### config.mk
export PLATFORM = sky130hd
export DESIGN_NAME = uart_event_link_flat
export DESIGN_NICKNAME = d
export VERILOG_FILES = /design/src/rtl/uart_event_link_if.sv /design/src/rtl/uart_event_link.sv /design/src/flat_wrapper.sv
export SDC_FILE = /design/constraint.sdc
export NUM_CORES = 1
export LEC_CHECK = 0
export BUFFER_PORTS_ARGS = -buffer_cell sky130_fd_sc_hd__buf_2
export CAP_MARGIN = 30
export CORE_UTILIZATION = 30
export CTS_BUF_LIST = sky130_fd_sc_hd__clkbuf_4 sky130_fd_sc_hd__clkbuf_8
export DETAILED_ROUTE_END_ITERATION = 7
export GPL_TIMING_DRIVEN = 1
export PLACE_DENSITY = 0.59
export SLEW_MARGIN = 20
export SYNTH_ARGS = -nofsm -noshare
export SYNTH_HDL_FRONTEND = slang
export SYNTH_SLANG_ARGS = --single-unit
### constraint.sdc
create_clock -name clk -period 4.6 [get_ports clk]
set_input_delay 0.69 -clock clk [delete_from_list [all_inputs] [get_ports clk]]
set_output_delay 0.69 -clock clk [all_outputs]
set_load 0.1 [all_outputs]
### src/rtl/uart_event_link_if.sv
// Byte-level UART handshake between the event link and the UART core.
// The master side is the event link: it writes bytes and consumes received ones.
interface uart_event_link_if;
    logic       tx_full;
    logic       wr_uart;
    logic [7:0] w_data;
    logic       rx_done_tick;
    logic [7:0] r_data;

    modport master (
        input  tx_full,
        input  rx_done_tick,
        input  r_data,
        output wr_uart,
        output w_data
    );

    modport slave (
        output tx_full,
        output rx_done_tick,
        output r_data,
        input  wr_uart,
        input  w_data
    );
endinterface

### src/rtl/uart_event_link.sv
// Event-messaging layer for the multiplayer link.
// TX: rising edges on local event flags queue one-byte codes, sent round-robin
// with a minimum inter-byte gap and UART back-pressure. Repeat edges on an
// already-queued channel are coalesced and counted.
// RX: received codes become per-channel pulses and sticky levels; bytes outside
// the code range are counted as unknown.
module uart_event_link #(
    parameter int         N_EVENTS   = 4,
    parameter logic [7:0] CODE_BASE  = 8'h41,
    parameter int         GAP_CYCLES = 16,
    parameter int         CNT_W      = 8
) (
    input  logic                clk,
    input  logic                rst,
    input  logic                link_en,
    input  logic [N_EVENTS-1:0] ev_in,
    input  logic [N_EVENTS-1:0] ev_clr,
    uart_event_link_if.master   uart,
    output logic [N_EVENTS-1:0] ev_rx_pulse,
    output logic [N_EVENTS-1:0] ev_rx_level,
    output logic [CNT_W-1:0]    drop_cnt,
    output logic [CNT_W-1:0]    unk_cnt
);

    localparam int                RR_W     = (N_EVENTS > 1) ? $clog2(N_EVENTS) : 1;
    localparam int                GAP_W    = (GAP_CYCLES > 1) ? $clog2(GAP_CYCLES) : 1;
    localparam int                SUM_W    = CNT_W + 5;
    localparam logic [RR_W-1:0]   RR_LAST  = RR_W'(N_EVENTS - 1);
    localparam logic [GAP_W-1:0]  GAP_LOAD = GAP_W'(GAP_CYCLES - 1);
    localparam logic [CNT_W-1:0]  CNT_MAX  = '1;

    logic [N_EVENTS-1:0]   ev_prev;
    logic [N_EVENTS-1:0]   pending;
    logic [N_EVENTS-1:0]   pending_next;
    logic [N_EVENTS-1:0]   rise;
    logic [RR_W-1:0]       rr;
    logic [RR_W-1:0]       rr_start;
    logic [RR_W-1:0]       grant_idx;
    logic [N_EVENTS-1:0]   grant_oh;
    logic [2*N_EVENTS-1:0] pend_dbl;
    logic [N_EVENTS-1:0]   pend_rot;
    logic                  found;
    logic                  grant;
    logic [GAP_W-1:0]      gap_cnt;
    logic [N_EVENTS-1:0]   drop_vec;
    logic [4:0]            drop_add;
    logic [SUM_W-1:0]      drop_sum;
    logic [7:0]            rx_off;
    logic                  rx_take;
    logic                  rx_known;
    logic [N_EVENTS-1:0]   rx_set;

    assign rise = ev_in & ~ev_prev;

    // Round-robin arbiter: rotate pending so the search starts just after the last grant.
    always_comb begin
        rr_start  = (rr == RR_LAST) ? '0 : rr + 1'b1;
        pend_dbl  = {pending, pending} >> rr_start;
        pend_rot  = pend_dbl[N_EVENTS-1:0];
        found     = 1'b0;
        grant_idx = rr;
        for (int j = 0; j < N_EVENTS; j++) begin
            if (!found && pend_rot[j]) begin
                found     = 1'b1;
                grant_idx = (int'(rr_start) + j >= N_EVENTS) ?
                            RR_W'(int'(rr_start) + j - N_EVENTS) :
                            RR_W'(int'(rr_start) + j);
            end
        end
        grant    = link_en && !uart.tx_full && (gap_cnt == '0) && found;
        grant_oh = grant ? (N_EVENTS'(1) << grant_idx) : '0;
    end

    // Next pending set and the number of edges lost to coalescing this cycle.
    always_comb begin
        pending_next = link_en ? ((pending & ~grant_oh) | rise) : '0;
        drop_vec     = link_en ? (rise & pending & ~grant_oh) : '0;
        drop_add     = '0;
        for (int j = 0; j < N_EVENTS; j++) begin
            drop_add = drop_add + 5'(drop_vec[j]);
        end
        drop_sum = SUM_W'(drop_cnt) + SUM_W'(drop_add);
    end

    // Decode a received byte into a channel index or an unknown-byte event.
    always_comb begin
        rx_off   = uart.r_data - CODE_BASE;
        rx_take  = link_en && uart.rx_done_tick;
        rx_known = rx_off < 8'(N_EVENTS);
        rx_set   = (rx_take && rx_known) ? (N_EVENTS'(1) << rx_off) : '0;
    end

    // TX state: edge history, queue, arbiter pointer, gap timer, strobe and drop counter.
    always_ff @(posedge clk or posedge rst) begin
        if (rst) begin
            ev_prev      <= '0;
            pending      <= '0;
            rr           <= RR_LAST;
            gap_cnt      <= '0;
            uart.wr_uart <= 1'b0;
            uart.w_data  <= '0;
            drop_cnt     <= '0;
        end else begin
            ev_prev      <= ev_in;
            pending      <= pending_next;
            uart.wr_uart <= grant;
            if (grant) begin
                rr          <= grant_idx;
                gap_cnt     <= GAP_LOAD;
                uart.w_data <= CODE_BASE + 8'(grant_idx);
            end else if (gap_cnt != '0) begin
                gap_cnt <= gap_cnt - 1'b1;
            end
            if (drop_sum > SUM_W'(CNT_MAX)) begin
                drop_cnt <= CNT_MAX;
            end else begin
                drop_cnt <= drop_sum[CNT_W-1:0];
            end
        end
    end

    // RX state: one-cycle pulses, sticky levels (set beats clear), unknown-byte counter.
    always_ff @(posedge clk or posedge rst) begin
        if (rst) begin
            ev_rx_pulse <= '0;
            ev_rx_level <= '0;
            unk_cnt     <= '0;
        end else begin
            ev_rx_pulse <= rx_set;
            if (link_en) begin
                ev_rx_level <= (ev_rx_level & ~ev_clr) | rx_set;
            end
            if (rx_take && !rx_known && unk_cnt != CNT_MAX) begin
                unk_cnt <= unk_cnt + 1'b1;
            end
        end
    end

endmodule

### src/flat_wrapper.sv
// flat-port wrapper written by rule: the top's interface ports become plain ports
module uart_event_link_flat 
#(
    parameter int         N_EVENTS   = 4,
    parameter logic [7:0] CODE_BASE  = 8'h41,
    parameter int         GAP_CYCLES = 16,
    parameter int         CNT_W      = 8
)
  (clk, rst, link_en, ev_in, ev_clr, ev_rx_pulse, ev_rx_level, drop_cnt, unk_cnt, uart_tx_full, uart_rx_done_tick, uart_r_data, uart_wr_uart, uart_w_data);
  uart_event_link_if uart_i ();
  input  logic clk;
  input  logic rst;
  input  logic link_en;
  input  logic [N_EVENTS-1:0] ev_in;
  input  logic [N_EVENTS-1:0] ev_clr;
  output logic [N_EVENTS-1:0] ev_rx_pulse;
  output logic [N_EVENTS-1:0] ev_rx_level;
  output logic [CNT_W-1:0] drop_cnt;
  output logic [CNT_W-1:0] unk_cnt;
  input wire logic [$bits(uart_i.tx_full)-1:0] uart_tx_full;
  input wire logic [$bits(uart_i.rx_done_tick)-1:0] uart_rx_done_tick;
  input wire logic [$bits(uart_i.r_data)-1:0] uart_r_data;
  output wire logic [$bits(uart_i.wr_uart)-1:0] uart_wr_uart;
  output wire logic [$bits(uart_i.w_data)-1:0] uart_w_data;
  assign uart_i.tx_full = uart_tx_full;
  assign uart_i.rx_done_tick = uart_rx_done_tick;
  assign uart_i.r_data = uart_r_data;
  assign uart_wr_uart = uart_i.wr_uart;
  assign uart_w_data = uart_i.w_data;
  uart_event_link #(.N_EVENTS(N_EVENTS), .CODE_BASE(CODE_BASE), .GAP_CYCLES(GAP_CYCLES), .CNT_W(CNT_W)) u_core (.clk(clk), .rst(rst), .link_en(link_en), .ev_in(ev_in), .ev_clr(ev_clr), .uart(uart_i), .ev_rx_pulse(ev_rx_pulse), .ev_rx_level(ev_rx_level), .drop_cnt(drop_cnt), .unk_cnt(unk_cnt));
endmodule
==> results_dict.tcl, run 1 <==
set metrics [dict create \
    status "finished clean" \
    io_buffers 49 \
    syn-cell-area_um2 2390 \
    grt_max_degree 44 \
    ys_ff_latch 43 \
    synth.area.top_cells "dfrtp_1 43%, ha_1 6.8%, xnor2_1 4.0%, nand2_1 2.8%, dfstp_2 2.2%" \
    synthTopCellsByCount "41 x dfrtp_1, 18 x nand2_1, 13 x ha_1" \
    finalMaxSlewViolations 0 \
    synth_top_area_share_pct 42.9 \
    slew_headroom_pct 58.1 \
    synth_top_area_cell "dfrtp_1" \
    crit_chain "ha_4, nand2b_4, o32a_1, o311a_1, a41o_1, inv_1, ha_1, a21boi_1, and3_1, ha_1, fa_1, ha_1, inv_1, fa_1, inv_1, a21oi_1, nor2_1, nand3_2, nand2_1" \
    synth-seq-area-share_pct 45.1 \
    cts.htree.levels 2 \
    synth.most_common_cell "dfrtp_1" \
    pwr-share-comb_pct 53.6 \
    switching_share_pct 49.9 \
    start_util_pct 30.9 \
    num_rows 32 \
    clock_tree.buffer_depth 2 \
    cts_tree "built" \
    hpwl_um 3600 \
    setup_viol 0 \
    core_um2 7730 \
    p_sw_uw 934 \
    crit_slowest_cell "dfstp_2" \
    syn_to_final_growth_pct 23.0 \
    finalSetupTns_ns 0 \
    grt_pass1_wl_um 8300 \
    ys_types 53 \
    synthCells 226 \
    route.antenna.remaining_nets 0 \
    cts_root_buffer "clkbuf_8" \
    die-area_um2 8330 \
    overflow 0 \
    p_int_uw 937 \
    leakagePower_uw 0.00149 \
    pwr-share-seq_pct 30.1 \
    rsz0062_at_grt "no" \
    worstMarginPinSlew_ns 0.626 \
    clk_pin_slew_ns 0.08 \
    post_drt_wl_per_cell_um 12.7 \
    clkPwrFrac_pct 16.2 \
    die_w_um 91.3 \
    endpoint_kind "register" \
    final_util_pct 38.1 \
    grt_usage_pct 12.3 \
    antenna_found_initial 0 \
    worst_clock_skew_ns 0.00540 \
    n_antenna_cell 0 \
    cp_num_buf_inv 3 \
    io_pins 54 \
    period_share_pct 95.4 \
    drive_gt1_share_pct 29.5 \
    drtPass1Iterations 4 \
    hold_viol 0 \
    clk_latency_ns 0.29 \
    critPathLaunchType "register" \
    cp_max_fo 6 \
    maxCapViolations 0 \
    final_nets 320 \
    synthArstFlopShare_pct 100 \
    grt_pass1_vias 1810 \
    ys_warn_count 0 \
    gp_congestion 0.740 \
    hold_class "register to register" \
    numCtsBuffers 5 \
    synth_edf_count 0 \
    synth_flop_cell "dfrtp_1" \
    vdd_drop_max_v 0.000391 \
    routed-via-count 1849 \
    critPathMaxStageDelay_ns 0.58 \
    crit_family "adder cells" \
    routed_wirelength_um 4920 \
    post-route-drc-count 0 \
    worstSetupPathType "register to register" \
    clock_sinks 43 \
    powerDensity_nw_per_um2 636 \
    dr.first_iter.drc_count 45 \
    fin_cells 387 \
    cp.arrival_ns 4.62 \
    dp.cells 377 \
    die_h_um 91.3 \
    fmax_mhz 228 \
    finalCriticalPeriod_ns 4.39 \
    holdBufCountCts 0 \
    via_per_inst 4.78 \
    required_ns 4.83 \
    avgSynthCellArea_um2 10.6 \
]
[logic make-up after synthesis]
kind of cell	Yosys count	synth area share, %
DFF	43	45.1
AOI/OAI and AO/OA	44	14.3
other	1	0.157
adders and majority gates	15	8.48
xor gates and xnor gates	13	4.76
buffers and inverters	24	4.66
muxes	5	2.30
and+or+nand+nor	81	20.2
[flip-flops by register name, indices dropped and copies added (netlist names)]
register / cells
u_core.drop_cnt: 8
u_core.ev_prev: 4
u_core.ev_rx_level: 4
u_core.ev_rx_pulse: 4
u_core.gap_cnt: 4
u_core.pending: 4
u_core.rr: 2
u_core.uart.w_data: 4
u_core.uart.wr_uart: 1
u_core.unk_cnt: 8
[worst register-to-register path, cell delays in order, from the launching register on]
cell	delay, ns
dfstp_2	0.58
ha_4	0.23
nand2b_4	0.14
o32a_1	0.29
o311a_1	0.28
a41o_1	0.25
inv_1	0.08
ha_1	0.15
a21boi_1	0.06
and3_1	0.18
ha_1	0.31
fa_1	0.40
ha_1	0.31
inv_1	0.06
fa_1	0.42
inv_1	0.08
a21oi_1	0.11
nor2_1	0.17
nand3_2	0.15
nand2_1	0.10
[final cells by class]
type                       instances  area, µm²
fill                             791       4790
multi-input combinational        162       1250
sequential                        43       1080
timing repair buffer              59        320
tap                              102        128
clock buffer                       6       82.6
inverter                          13       48.8
clock inverter                     2       35.0
[placed cells by master (no fill, tap or decap), types with 5 or more instances in the layout]
cell type	n
buf_4	10
o21a_1	5
nand3_1	5
nand4_1	5
clkbuf_8	6
xnor2_1	11
a21o_1	6
and3_1	8
nand2b_1	5
o21ai_1	5
inv_1	11
nor2_1	10
buf_2	49
nor2b_1	8
ha_1	12
nand2_1	18
dfrtp_1	41
a21oi_1	5
[metrics by stage]
stage          area (µm²)  setup WS [ns]  total power [µW]  hold WS, ns
2_1_floorplan        2400          0.191              1330        0.493
3_3_place_gp         2770          0.118              1540        0.456
3_5_place_dp         2770         0.0429              1550        0.454
5_1_grt              2940        0.00121              1990        0.498
6_report             2940          0.212              1870        0.482
4_1_cts              2890         0.0371              1860        0.486
[metal layers]
layer  up-vias  track usage, %  share of wire, %  wire, µm
met5         -               0                 0         0
met3         8            3.35               5.2       254
met4         0            3.57               1.7        83
met1       884            16.2                47      2320
met2        43            19.8                46      2270
li1        914               -                 -         -
[path summary, 6_finish.rpt]
path                       cells past startpoint  slack (ns)                    end             startpoint
setup / recovery                              19        0.21     u_core.drop_cnt[1]           u_core.rr[0]
hold / removal                                 1        0.48  u_core.uart.w_data[6]  u_core.uart.w_data[6]
setup reg to reg                              19        0.21     u_core.drop_cnt[1]           u_core.rr[0]
hold reg to reg                                1        0.48  u_core.uart.w_data[6]  u_core.uart.w_data[6]
max in group asynchronous                      3        3.70           u_core.rr[0]                    rst
min in group asynchronous                      3        0.52      u_core.unk_cnt[2]                    rst
[power by group through the flow]
stage / clock, µW / combinational, µW / sequential, µW
after detailed placement: 0 / 976 / 571
after global routing: 331 / 1070 / 583
after floorplan: 0 / 343 / 987
after global placement: 0 / 969 / 572
final: 304 / 1000 / 564
after CTS: 314 / 978 / 565
[repair_timing]
item / in CTS / in global routing
buffers inserted: 0 / 2
resized for setup: 1 / 7
pin swaps: 0 / 1
setup endpoints to repair: 2 / 8
Power figures use the tool's default switching activity.
==> run 2: changes to the inputs <==
Settings changed: CELL_PAD_IN_SITES_DETAIL_PLACEMENT from default to 1, CELL_PAD_IN_SITES_GLOBAL_PLACEMENT from default to 2, PLACE_DENSITY 0.59 to 0.82.
==> results_dict.tcl, run 2 (synthesized netlist as in run 1, its figures left out) <==
set metrics [dict create \
    grt_usage_pct 13.3 \
    setup_slack_ns 0.318 \
    drtPass1Iterations 4 \
    antenna_found_initial 0 \
    via_per_inst 4.88 \
    worstSetupPathType "register to register" \
    clock_sinks 43 \
    cts.htree.levels 2 \
    cp_max_fo 9 \
    slew_headroom_pct 57.1 \
    clock_tree.buffer_depth 2 \
    start_util_pct 30.9 \
    post-place-ws_ns -0.0920 \
    period_share_pct 93.1 \
    top_regs "u_core.drop_cnt: 8 flops, u_core.unk_cnt: 8 flops" \
    hpwl_um 4070 \
    crit_family "adder cells" \
    post_drt_wl_per_cell_um 13.4 \
    n_antenna_cell 0 \
    setup_viol 0 \
    critPathMaxStageDelay_ns 0.56 \
    cts_root_buffer "clkbuf_8" \
    syn_to_final_growth_pct 26.0 \
    grt_max_degree 44 \
    finalMaxSlewViolations 0 \
    gp_congestion 0.721 \
    cp.arrival_ns 4.50 \
    fillCellCount 867 \
    drive_gt1_share_pct 33.8 \
    io_pins 54 \
    overflow 0 \
    final_common_cell "buf_2" \
    dp.cells 387 \
    crit_chain "ha_4, nand2b_4, or3_1, a211oi_1, a41o_1, inv_2, ha_1, a21boi_1, and3_1, ha_1, fa_2, ha_2, inv_1, fa_2, inv_1, a21oi_2, nor2_2, buf_4, nor2_1, a21oi_1" \
    clk_pin_slew_ns 0.08 \
    hold_class "register to register" \
    hold_viol 0 \
    grt_pass1_vias 1957 \
    die_w_um 91.3 \
    final_cell_mix "49 x buf_2, 41 x dfrtp_1, 18 x nand2_1" \
    worst_clock_skew_ns 0.00625 \
    clk_latency_ns 0.29 \
    maxCapViolations 0 \
    required_ns 4.82 \
    place_area_um2 2860 \
    routed-via-count 1927 \
    vdd_drop_max_v 0.000551 \
    fin_cells 395 \
    p_total_uw 1870 \
    dr.first_iter.drc_count 33 \
    endpoint_kind "register" \
    io_buffers 49 \
    leakagePower_uw 0.00151 \
    critPathLaunchType "register" \
    core_um2 7730 \
    die-area_um2 8330 \
    numCtsBuffers 5 \
    die_h_um 91.3 \
    post-route-drc-count 0 \
    design_area_um2 3010 \
    num_rows 32 \
    final_nets 328 \
    finalCriticalPeriod_ns 4.28 \
    holdBufCountCts 0 \
    status "finished clean" \
    powerDensity_nw_per_um2 621 \
    route.antenna.remaining_nets 0 \
    cp_num_buf_inv 4 \
    crit_slowest_cell "dfstp_2" \
    worstMarginPinSlew_ns 0.641 \
    grt_pass1_wl_um 8980 \
    rsz0062_at_grt "no" \
    cts_tree "built" \
    routed_wirelength_um 5310 \
    fmax_mhz 234 \
]
==> run 2: worst paths after layout <==
path	start	slack, ns	to	depth (start not counted)
max in group asynchronous	rst	3.73	u_core.rr[0]	3
max reg2reg	u_core.rr[0]	0.32	u_core.drop_cnt[6]	20
max	u_core.rr[0]	0.32	u_core.drop_cnt[6]	20
min in group asynchronous	rst	0.50	u_core.uart.w_data[6]	3
min	u_core.uart.w_data[6]	0.47	u_core.uart.w_data[6]	1
min reg2reg	u_core.uart.w_data[6]	0.47	u_core.uart.w_data[6]	1
==> run 2: per-layer routing <==
metal	track usage [%]	up-vias	share of wire, %
met4	5.03	0	1.6
li1	-	927	-
met2	23.1	40	50
met1	15.8	952	44
met3	3.43	8	4.6
met5	0	-	0
==> run 2: final cells by class <==
class	count	area (µm²)	area share, %
well taps	102	128	4.24
clock inverters	2	12.5	0.415
repair buffers	67	393	13.0
clock buffers	6	76.3	2.53
flip-flops and latches	43	1080	35.8
multi-input cells	162	1270	42.3
inverters	13	48.8	1.62
==> run 2: per-stage QoR <==
stage | utilization [%] | hold WS, ns | TNS [ns]
6_report | 39.0 | 0.468 | 0
5_1_grt | 39.0 | 0.499 | 0
4_1_cts | 38.4 | 0.476 | 0
3_5_place_dp | 37.0 | 0.451 | -0.492
3_3_place_gp | 37.0 | 0.451 | 0
2_1_floorplan | - | 0.493 | 0
==> run 2: worst register-to-register path: stages, from the launching register on <==
cell and delay, ns:
dfstp_2 0.56, ha_4 0.24, nand2b_4 0.15, or3_1 0.32, a211oi_1 0.24, a41o_1 0.16, inv_2 0.05, ha_1 0.19
a21boi_1 0.16, and3_1 0.18, ha_1 0.25, fa_2 0.54, ha_2 0.18, inv_1 0.05, fa_2 0.33, inv_1 0.08
a21oi_2 0.09, nor2_2 0.16, buf_4 0.13, nor2_1 0.03, a21oi_1 0.12
==> run 2: power breakdown <==
group	switching [µW]	total, µW	internal, µW	leakage (µW)
combinational	739	1070	330	0.000915
sequential	90.0	563	472	0.000550
clock	127	239	112	0.0000446
==> run 2: repair_timing <==
item	CTS	global route
pin swaps	1	3
setup endpoints to repair	8	8
resized for setup	3	13
buffers inserted	0	0
